## src/rtl/dsp_wave_pkg.sv

```systemverilog
// Shared types and constants for the waveform player blocks.
//   wave_state_e : playback FSM states
//   ECG_ADDR_W   : default LUT address width (1024 entries)
//   ECG_DATA_W   : default signed sample width
package dsp_wave_pkg;

   typedef enum logic [1:0] {
      IDLE  = 2'd0,
      RUN   = 2'd1,
      STALL = 2'd2,
      DONE  = 2'd3
   } wave_state_e;

   localparam int ECG_ADDR_W = 10;
   localparam int ECG_DATA_W = 16;

endpackage

```

## src/rtl/ecg_wave_player_tick_gen.sv

```systemverilog
// Sample-rate divider for the waveform player.
// Down-counter reloaded with the period-minus-1 value; o_tick is the
// terminal-count compare (count == 0).
//   i_clk, i_rst_n : clock, async active-low reset
//   i_clr          : synchronous load of i_ld_val (wins over i_adv)
//   i_ld_val       : period minus 1, in clocks
//   i_adv          : advance the counter; when low the count is frozen
//   o_tick         : terminal count reached
module tick_gen #(
   parameter int DIV_W = 16
) (
   input  logic             i_clk,
   input  logic             i_rst_n,
   input  logic             i_clr,
   input  logic [DIV_W-1:0] i_ld_val,
   input  logic             i_adv,
   output logic             o_tick
);

   logic [DIV_W-1:0] cnt_q, cnt_d;

   assign o_tick = (cnt_q == '0);

   always_comb begin
      cnt_d = cnt_q;
      if (i_clr) begin
         cnt_d = i_ld_val;
      end else if (i_adv) begin
         cnt_d = o_tick ? i_ld_val : cnt_q - DIV_W'(1);
      end
   end

   always_ff @(posedge i_clk or negedge i_rst_n) begin
      if (!i_rst_n) cnt_q <= '0;
      else          cnt_q <= cnt_d;
   end

endmodule

```

## src/rtl/ecg_wave_player.sv

```systemverilog
// ECG waveform player: phase-accumulator address sequencer for the waveform
// LUT, with a registered valid/ready sample output and a programmable
// sample-rate divider. One-shot or looping playback.
//   i_clk, i_rst_n       : clock, async active-low reset
//   i_start, i_stop      : start pulse (IDLE/DONE only), abort (highest priority)
//   i_loop, i_step, i_div: playback config, latched at start
//   o_lut_addr/i_lut_data: LUT address (phase MSBs) / combinational LUT data
//   o_sample, o_valid    : registered sample, held until accepted
//   i_ready              : downstream accept
//   o_busy               : RUN or STALL
//   o_wrap               : 1-cycle pulse on phase accumulator carry
//
// state | meaning
// IDLE  | stopped, waiting for i_start
// RUN   | divider running, a tick loads a new sample
// STALL | tick due but previous sample not yet accepted; everything frozen
// DONE  | one-shot pass finished, phase held, waiting for i_start
module ecg_wave_player
   import dsp_wave_pkg::*;
#(
   parameter int ADDR_W  = ECG_ADDR_W,
   parameter int DATA_W  = ECG_DATA_W,
   parameter int PHASE_W = 16,
   parameter int DIV_W   = 16
) (
   input  logic               i_clk,
   input  logic               i_rst_n,
   input  logic               i_start,
   input  logic               i_stop,
   input  logic               i_loop,
   input  logic [PHASE_W-1:0] i_step,
   input  logic [DIV_W-1:0]   i_div,
   output logic [ADDR_W-1:0]  o_lut_addr,
   input  logic [DATA_W-1:0]  i_lut_data,
   output logic [DATA_W-1:0]  o_sample,
   output logic               o_valid,
   input  logic               i_ready,
   output logic               o_busy,
   output logic               o_wrap
);

   wave_state_e        state_q, state_d;
   logic [PHASE_W-1:0] phase_q, phase_d;
   logic [PHASE_W-1:0] step_l_q, step_l_d;
   logic [DIV_W-1:0]   div_l_q, div_l_d;
   logic               loop_l_q, loop_l_d;
   logic [DATA_W-1:0]  sample_q, sample_d;
   logic               valid_q, valid_d;
   logic               wrap_q, wrap_d;
   // One-shot carry sample emitted; waiting for it to be accepted before DONE.
   logic               fin_q, fin_d;

   logic               tick;
   logic               cnt_clr;
   logic [DIV_W-1:0]   cnt_ld;
   logic               cnt_adv;
   logic [PHASE_W:0]   phase_sum;
   logic               xfer;

   tick_gen #(.DIV_W(DIV_W)) u_tick_gen (
      .i_clk    (i_clk),
      .i_rst_n  (i_rst_n),
      .i_clr    (cnt_clr),
      .i_ld_val (cnt_ld),
      .i_adv    (cnt_adv),
      .o_tick   (tick)
   );

   assign phase_sum  = {1'b0, phase_q} + {1'b0, step_l_q};
   assign xfer       = valid_q & i_ready;
   assign o_lut_addr = phase_q[PHASE_W-1 -: ADDR_W];
   assign o_sample   = sample_q;
   assign o_valid    = valid_q;
   assign o_wrap     = wrap_q;
   assign o_busy     = (state_q == RUN) || (state_q == STALL);

   always_comb begin
      state_d  = state_q;
      phase_d  = phase_q;
      step_l_d = step_l_q;
      div_l_d  = div_l_q;
      loop_l_d = loop_l_q;
      sample_d = sample_q;
      valid_d  = valid_q;
      wrap_d   = 1'b0;
      fin_d    = fin_q;
      cnt_clr  = 1'b0;
      cnt_ld   = div_l_q;
      cnt_adv  = 1'b0;

      if (i_stop) begin
         state_d = IDLE;
         valid_d = 1'b0;
         phase_d = '0;
         fin_d   = 1'b0;
         cnt_clr = 1'b1;
         cnt_ld  = '0;
      end else begin
         unique case (state_q)
            IDLE, DONE: begin
               if (i_start) begin
                  step_l_d = i_step;
                  div_l_d  = i_div;
                  loop_l_d = i_loop;
                  phase_d  = '0;
                  fin_d    = 1'b0;
                  cnt_clr  = 1'b1;
                  cnt_ld   = i_div;
                  state_d  = RUN;
               end
            end
            RUN: begin
               if (fin_q) begin
                  if (xfer) begin
                     valid_d = 1'b0;
                     fin_d   = 1'b0;
                     state_d = DONE;
                  end
               end else if (tick && valid_q && !i_ready) begin
                  // counter stays at terminal count so the tick fires on return
                  state_d = STALL;
               end else begin
                  cnt_adv = 1'b1;
                  if (tick) begin
                     sample_d = i_lut_data;
                     valid_d  = 1'b1;
                     phase_d  = phase_sum[PHASE_W-1:0];
                     wrap_d   = phase_sum[PHASE_W];
                     if (phase_sum[PHASE_W] && !loop_l_q) fin_d = 1'b1;
                  end else if (xfer) begin
                     valid_d = 1'b0;
                  end
               end
            end
            STALL: begin
               if (i_ready) begin
                  valid_d = 1'b0;
                  state_d = RUN;
               end
            end
            default: state_d = IDLE;
         endcase
      end
   end

   always_ff @(posedge i_clk or negedge i_rst_n) begin
      if (!i_rst_n) begin
         state_q  <= IDLE;
         phase_q  <= '0;
         step_l_q <= '0;
         div_l_q  <= '0;
         loop_l_q <= 1'b0;
         sample_q <= '0;
         valid_q  <= 1'b0;
         wrap_q   <= 1'b0;
         fin_q    <= 1'b0;
      end else begin
         state_q  <= state_d;
         phase_q  <= phase_d;
         step_l_q <= step_l_d;
         div_l_q  <= div_l_d;
         loop_l_q <= loop_l_d;
         sample_q <= sample_d;
         valid_q  <= valid_d;
         wrap_q   <= wrap_d;
         fin_q    <= fin_d;
      end
   end

endmodule

```

## config.mk

```make
export PLATFORM = sky130hd
export DESIGN_NAME = ecg_wave_player
export DESIGN_NICKNAME = d
export VERILOG_FILES = /design/src/rtl/dsp_wave_pkg.sv /design/src/rtl/ecg_wave_player_tick_gen.sv /design/src/rtl/ecg_wave_player.sv
export SDC_FILE = /design/constraint.sdc
export NUM_CORES = 1
export LEC_CHECK = 0
export CAP_MARGIN = 0
export CORE_MARGIN = 1
export CORE_UTILIZATION = 24
export DETAILED_ROUTE_END_ITERATION = 8
export SLEW_MARGIN = 10
export SYNTH_ARGS = -nofsm -noshare
export SYNTH_HDL_FRONTEND = slang
export SYNTH_SLANG_ARGS = --single-unit
```

## constraint.sdc

```tcl
create_clock -name i_clk -period 3.08 [get_ports i_clk]
set_clock_uncertainty 0.15 [all_clocks]
set_input_delay 0.308 -clock i_clk [delete_from_list [all_inputs] [get_ports i_clk]]
set_output_delay 0.308 -clock i_clk [all_outputs]
set_load 0.02 [all_outputs]
```

; Word level (Yosys, flattened, before mapping)
; Index checks and enable logic that the tools add are counted.
[classes]
n_addsub = 2
reduce_logical = 18
bitwise = 4
n_eq_ne = 11
mux = 46
[ops]
columns = operator, n
row1 = $mux W16, 11
row2 = $pmux W16 S2, 1
row3 = $mux W1, 25
row4 = $add A16 B16 Y17, 1
row5 = $logic_not A16 Y1, 1
row6 = $sub A16 B1 Y16 const B, 1
row7 = $ne A3 B3 Y1 const B, 5
row8 = $mux W2, 6
row9 = $reduce_and A5 Y1, 2
row10 = $ne A4 B4 Y1 const B, 2
row11 = $pmux W2 S3, 1
row12 = $reduce_and A3 Y1, 2
row13 = $reduce_bool A3 Y1, 2
row14 = $eq A2 B2 Y1 const B, 2
row15 = $ne A4 B3 Y1 const B, 1
row16 = $pmux W1 S2, 2
row17 = $reduce_and A4 Y1, 1
row18 = $logic_and A1 B1 Y1, 3
row19 = $not A1 Y1, 3
row20 = $eq A2 B1 Y1 const B, 1
row21 = $logic_not A1 Y1, 2
row22 = $logic_not A2 Y1, 1
row23 = $reduce_and A2 Y1, 1
row24 = $reduce_bool A2 Y1, 1
row25 = 3 further kinds, 3
[totals]
output_inout_bits = 29
input_bits = 54
ff_bits = 86
elab_cells = 91

; Depth between registers and ports, before layout
; Gate-level depths: netlist of run 1.
[depth]
word_depth = 9
ltp_mapped = 10

; By module
; From an unflattened synthesis of run 1, not the netlist that was laid out.
[unflattened]
cells_unflattened = 550
area_unflattened_um2 = 4934.7
[modules_own_cells]
columns = module, instances, cells_per_inst, seq_area_each_um2, area_per_inst_um2
row1 = ecg_wave_player, 1, 416, 1751.7, 3806.2
row2 = tick_gen, 1, 134, 400.4, 1128.6

; Worst setup path before layout of run 1
; No wires, ideal clock.
[synth_path]
kind = flip-flop to flip-flop
start = register u_tick_gen.cnt_q[4]
end = register u_tick_gen.cnt_q[15]
path_slack_ps = 320
arrival_ps = 2489
path_stages_with_launch = 9
setup_ps = 121
path_buffers = 2
synth_period_minus_slack_ps = 2760
cell_sequence = dfrtp_1 -> or4_4 -> or4b_1 -> buf_2 -> o31ai_4 -> and2_1 -> buf_4 -> a21oi_1 -> a22o_1
[synth_via]
elab_chain_cells = 8
word_cells_on_any_way = 12
[synth_rtl]
columns = item, line
row1 = from (decl), ecg_wave_player_tick_gen.sv:20  ; logic [DIV_W-1:0] cnt_q, cnt_d;
row2 = from (signal assigned), ecg_wave_player_tick_gen.sv:35  ; else cnt_q <= cnt_d;
row3 = branches (longest 8 deep; another with $sub A16 B1 Y16), --
; Several ways; the timed one is not identified. The select of a mux whose other input is x is not followed.
; A chain may end at the register's enable or synchronous reset.

; Worst setup path after layout of run 1
[layout_path]
start = register u_tick_gen.cnt_q[4]
end = register phase_q[14]
[layout_via]
elab_chain_cells = 5
word_cells_on_any_way = 6
[layout_rtl]
columns = item, line
row1 = $logic_not A16 Y1 *, ecg_wave_player_tick_gen.sv:22  ; assign o_tick = (cnt_q == '0);
row2 = $logic_and A1 B1 Y1 (2 in a row), ecg_wave_player.sv:119  ; end else if (tick && valid_q && !i_ready) begin
row3 = $ne A3 B3 Y1 (no source line), --
row4 = $reduce_and A5 Y1 (no source line) *, --
row5 = to (signal assigned), ecg_wave_player.sv:159  ; phase_q <= phase_d;
row6 = to (decl), ecg_wave_player.sv:43  ; logic [PHASE_W-1:0] phase_q, phase_d;
; Mark *: on every way between the ends. The rest lies on a longest branch, timed or not.

==> metrics.md, run 1 <==
| Metric | Value |
|---|---|
| Seq/Total Area, Yosys | 45.06% |
| Largest net degree at the start of global routing | 49 |
| Post-synth EDFFs | 0 |
| Post-Syn Area per Cell | 9.097 µm² |
| Most frequent cells in the layout | nand2_1 (137), dfrtp_1 (86), clkdlybuf4s50_1 (81) |
| Area Growth Syn to Fin | 31.20% |
| Worst setup EP type | flip-flop |
| GRT Total Usage | 12.71% |
| Synth Net Count | 600 |
| Crit. Startpoint | u_tick_gen.cnt_q[4] |
| Nets | 683 |
| Number of global-route vias before repair | 3,923 |
| CP max FO | 23 |
| Share of layout cells above drive strength 1 | 10.28% |
| Worst-Margin Slew | 723.8 ps |
| Pins Over Slew Limit | 0 |
| TritonCTS Buffers | 9 |
| DIE AREA | 20,470 µm² |
| Synthesized instance count | 525 |
| Fin util | 32.20% |
| Count of cell types in the netlist | 56 |
| DRC | 0 |
| Core Region | 19,460 µm² |
| WL final | 12,150 µm |
| CTS max path bufs | 2 |
| Clock sink count | 86 |
| Worst vdd ir | 0.2973 mV |
| F_max | 0.3474 GHz |
| H-tree depth | 3 |
| WP data arrival | 2960 ps |
| Final hold vios | 0 |
| Global-route wire length before repair | 20,020 µm |
| Ys Warns | 0 |
| RSZ-0062 raised after global routing | no |
| Std-Cell Rows | 51 |
| Leak pwr | 2.863 nW |
| Drt first pass iters | 4 |
| Outcome | completed |
| Setup bufs post-CTS | 0 |
| Port bufs | 82 |
| Hold Path Origin | div_l_q[10] |
| Reg-to-reg slack, setup | 200 ps |
| Die width | 143.1 µm |
| Worst skew pair latency | 350 ps |
| Setup TNS | 0 ps |
| Min-Delay Path Class | flip-flop to flip-flop |
| Ports | 83 |
| Grt ovf | 0 |
| Initial Utilization | 24.54% |
| Most used flip-flop cell after synthesis | dfrtp_1 |
| Detailed Place HPWL | 8963 µm |
| Design Area, Final | 6266 µm² |
| Critical path launch point type | flip-flop |
| Antenna Cells | 0 |
| Power density cells | 818.4 nW/µm² |
| Tcrit/Tclk final | 93.47% |
| Gpl congestion | 0.8464 |
| Post-synthesis register bit count | 86 |
| Setup violators final | 0 |
| CP required | 3160 ps |
| Slowest stage delay, CP | 670 ps |
| 1st-iter DRT viols | 205 |
| Vias per cell | 4.565 |
| CP Cell Sequence | or4_4 > or4b_1 > o41ai_1 > nand2_1 > buf_4 > a32oi_1 > o31ai_1 |
| Max-Cap Viols | 0 |
| RR Startpoint | u_tick_gen.cnt_q[4] |
| Placed Area | 5934 µm² |
| Asr flop ratio synth | 100.0% |
| Tmin final | 2879 ps |
| Root buf cell | clkbuf_16 |
| TritonCTS clock tree | built |
| Min Hold Slack | 328.6 ps |
| Die H | 143.1 µm |
| Commonest non-fill, non-tap cell in the layout | nand2_1 |
| Critical path class | flip-flop to flip-flop |
| Final ANT Viol Nets | 0 |
| CTS clk-pin slew, worst paths | 60 ps |
| Vias | 4,008 |
| Initial antenna violation count | 0 |
| Slowest CP cell | or4b_1 |
| Synthesized cell area | 4776 µm² |
| Wire per inst | 13.84 µm |
| Relative slew slack | 51.75% |
==> per-layer routing <==
metal | track usage [%] | wire length, µm | part of all wire (%)
met1 | 17.13 | 5907 | 49
met2 | 19.97 | 5518 | 45
met3 | 2.582 | 563 | 4.6
met4 | 4.641 | 161 | 1.3
met5 | 0 | 0 | 0
==> Yosys cell counts (all sizes together) (3+ instances only) <==
| cell type | instances | area (µm²) |
|---|---|---|
| a211oi | 8 | 60.06 |
| a21o | 9 | 67.56 |
| a21oi | 18 | 90.09 |
| a22oi | 5 | 37.54 |
| a31oi | 6 | 37.54 |
| a32o | 3 | 30.03 |
| and3 | 4 | 25.02 |
| buf | 17 | 111.4 |
| clkbuf | 16 | 60.06 |
| dfrtp | 86 | 2152 |
| ha | 20 | 250.2 |
| inv | 11 | 41.29 |
| mux2 | 17 | 191.4 |
| nand2 | 137 | 514.2 |
| nand2b | 5 | 31.28 |
| nand3 | 5 | 25.02 |
| nor2 | 26 | 97.59 |
| nor2b | 3 | 18.77 |
| nor3 | 8 | 40.04 |
| nor4 | 5 | 31.28 |
| o211ai | 9 | 67.56 |
| o21ai | 32 | 160.2 |
| o31ai | 10 | 88.83 |
| or2 | 4 | 25.02 |
| or3 | 5 | 31.28 |
| or4 | 3 | 26.27 |
| xnor2 | 10 | 87.58 |
| xor2 | 10 | 87.58 |
==> power by group <==
part	switching [mW]	internal [mW]
Clock	0.451	0.731
Combinational	1.18	0.950
Sequential	0.297	1.52
==> what timing repair did <==
action / 4_1_cts / 5_1_grt
resized for setup: 0 / 1
endpoints found under the hold margin: 38 / 0
hold buffers: 1 / 0
endpoints found under the setup margin: 0 / 4
==> sequential cells by signal, summed over array words and instances (netlist names) <==
signal,count
state_q,2
step_l_q,16
u_tick_gen.cnt_q,16
o_valid,1
o_sample,16
o_wrap,1
loop_l_q,1
div_l_q,16
fin_q,1
phase_q,16
==> worst paths after layout <==
path / to / depth (start not counted)
worst min-delay path: div_l_q[10] / 2
worst min register to register: div_l_q[10] / 2
worst max register to register: phase_q[14] / 7
min in group asynchronous: phase_q[10] / 2
max in group asynchronous: div_l_q[3] / 3
worst max-delay path: phase_q[14] / 7
==> cell type report <==
cell class	count	area, µm²
inverter	11	41.29
sequential	86	2152
timing repair buffer	105	1006
clock inverter	4	70.07
clock buffer	12	246.5
multi-input combinational	395	2419
fill	2039	13200
tap	265	331.6
==> worst max-delay path, delay by kind of cell, from the launching register on <==
kind | cells | cell delay [ps]
AO/OA/AOI/OAI | 3 | 610
flip-flops | 1 | 430
buffers and inverters | 1 | 220
AND/OR/NAND/NOR | 3 | 1350
==> logic make-up after synthesis <==
group,count (synthesis),synth area share [%]
AND/OR/NAND/NOR,216,19.99
XOR/XNOR,20,3.668
AO/OA/AOI/OAI,119,16.74
adder cells (fa/ha/maj),21,5.659
buffers and inverters,44,4.454
multiplexers,19,4.428
flip-flops,86,45.06
==> stage by stage <==
stage / power, mW / instances / setup slack [ps]
floorplan: 3.271 / 525 / 320.2
global placement: 3.942 / 861 / 195.4
detailed placement: 3.977 / 861 / 122.3
CTS: 5.192 / 878 / 115.4
global route: 5.556 / 878 / 51.76
finish: 5.128 / 878 / 201.1
Note: power is estimated with default switching activity, not from simulation.
==> run 2, diff against run 1 <==
MAX_ROUTING_LAYER = met4   (was unset)
==> run 2 against run 1 <==
  * Critical path depth is the same
  * Register-to-register slack is essentially flat
  * Non-clock buffer count is the same
  * Via count shrank 1.3%
==> metrics.md, run 2 (synthesis gave the netlist of run 1 again) <==
| Metric | Value |
|---|---|
| Global-route wire length before repair | 19,770 µm |
| Relative slew slack | 48.81% |
| Number of global-route vias before repair | 3,729 |
| DRC | 0 |
| Port bufs | 82 |
| Nets | 683 |
| TritonCTS clock tree | built |
| Critical path launch point type | flip-flop |
| Filler cells | 2,038 |
| Final hold vios | 0 |
| CTS resizes | 0 |
| WL final | 12,280 µm |
| Initial antenna violation count | 0 |
| Tcrit/Tclk final | 93.14% |
| Setup violators final | 0 |
| Switch Pwr | 1.945 mW |
| Worst vdd ir | 0.2781 mV |
| Wire per inst | 14.02 µm |
| Worst-Margin Slew | 767.8 ps |
| WP data arrival | 2950 ps |
| Worst setup EP type | flip-flop |
| CTS clk-pin slew, worst paths | 70 ps |
| Most frequent cells in the layout | nand2_1 (137), dfrtp_1 (86), clkdlybuf4s50_1 (81) |
| CP required | 3160 ps |
| Commonest non-fill, non-tap cell in the layout | nand2_1 |
| Vias | 3,957 |
| Outcome | completed |
| Root buf cell | clkbuf_16 |
| TritonCTS Buffers | 9 |
| 1st-iter DRT viols | 256 |
| Cell total after placement | 861 |
| Final ANT Viol Nets | 0 |
| Max-Cap Viols | 0 |
| Largest net degree at the start of global routing | 52 |
| Sw Share | 38.49% |
| Ports | 83 |
| CTS max path bufs | 2 |
| F_max | 0.3486 GHz |
| RSZ-0062 raised after global routing | no |
| GRT Total Usage | 13.08% |
| Antenna Cells | 0 |
| Setup TNS | 0 ps |
| Clock sink count | 86 |
| Vias per cell | 4.517 |
| Slowest stage delay, CP | 660 ps |
| Leak pwr | 2.851 nW |
| Clock power share | 22.0% |
| Die width | 143.1 µm |
| Sequential power share | 35.8% |
| CP Cell Sequence | or4_4 > or4b_1 > o41ai_1 > nand2_1 > buf_4 > a32oi_1 > o31ai_1 |
| Initial Utilization | 24.54% |
| Post-route insts no fill | 876 |
| Worst skew pair latency | 360 ps |
| CP max FO | 23 |
| Detailed Place HPWL | 8808 µm |
| Gpl congestion | 0.8165 |
| Slowest CP cell | or4b_1 |
| Critical path class | flip-flop to flip-flop |
| Combinational power share | 42.2% |
| Drt first pass iters | 5 |
| Pint | 3.109 mW |
| Power density cells | 810.9 nW/µm² |
| Area Growth Syn to Fin | 30.50% |
| Grt ovf | 0 |
| Core Region | 19,460 µm² |
| Die H | 143.1 µm |
| Min-Delay Path Class | input pin to async pin |
| H-tree depth | 3 |
| Std-Cell Rows | 51 |
| Pins Over Slew Limit | 0 |
| Tmin final | 2869 ps |
| Share of layout cells above drive strength 1 | 10.15% |
| DIE AREA | 20,470 µm² |
[run 2: final cells by class]
class	count	area (µm²)	area share, %
tap	265	331.6	5.320
multi-input combinational	395	2414	38.73
inverter	11	41.29	0.6625
timing repair buffer	105	1006	16.14
sequential	86	2152	34.53
clock buffer	10	239.0	3.835
clock inverter	4	48.80	0.7830
[run 2: worst paths after layout]
path | start | to | slack (ps) | depth (start not counted)
max | u_tick_gen.cnt_q[4] | phase_q[14] | 210 | 7
min reg2reg | div_l_q[9] | div_l_q[9] | 320 | 2
max reg2reg | u_tick_gen.cnt_q[4] | phase_q[14] | 210 | 7
max in group asynchronous | i_rst_n | u_tick_gen.cnt_q[8] | 1810 | 3
min in group i_clk | div_l_q[9] | div_l_q[9] | 320 | 2
min | i_rst_n | o_sample[7] | 320 | 2
[run 2: per-stage QoR]
stage	total power [mW]	hold WS [ps]	worst slack, ps	cell area, µm²	util (%)
2_1_floorplan	3.271	-137.6	320.2	4776	-
3_3_place_gp	3.940	170.1	202.0	5934	30.49
3_5_place_dp	3.966	176.2	209.0	5934	30.49
4_1_cts	5.110	317.0	215.5	6232	32.02
5_1_grt	5.452	324.5	80.40	6232	32.02
6_report	5.054	318.5	211.4	6232	32.02
[run 2: power by group through the flow]
stage	combinational, mW	sequential, mW	clock (mW)
after floorplan	1.46	1.81	0
after global placement	2.12	1.82	0
after detailed placement	2.14	1.83	0
after CTS	2.15	1.81	1.15
after global routing	2.39	1.86	1.20
final	2.13	1.81	1.11
[run 2: layer usage]
layer  up-vias  global-route usage (%)  share of wire, %
met5         -                       -                 0
met4         0                   4.301               1.1
met3        14                   3.387               5.1
met2        82                   18.92                44
met1      1862                   17.58                50
li1       1999                       -                 -
[run 2: worst max-delay path, delay by kind of cell, from the launching register on]
family	cells	cell delay (ps)
AND/OR/NAND/NOR	3	1330
AO/OA/AOI/OAI	3	620
buffers and inverters	1	220
flip-flops	1	430
[run 2: what timing repair did]
item	CTS	global route
endpoints found under the hold margin	35	0
setup buffers	0	0
hold buffers	1	0
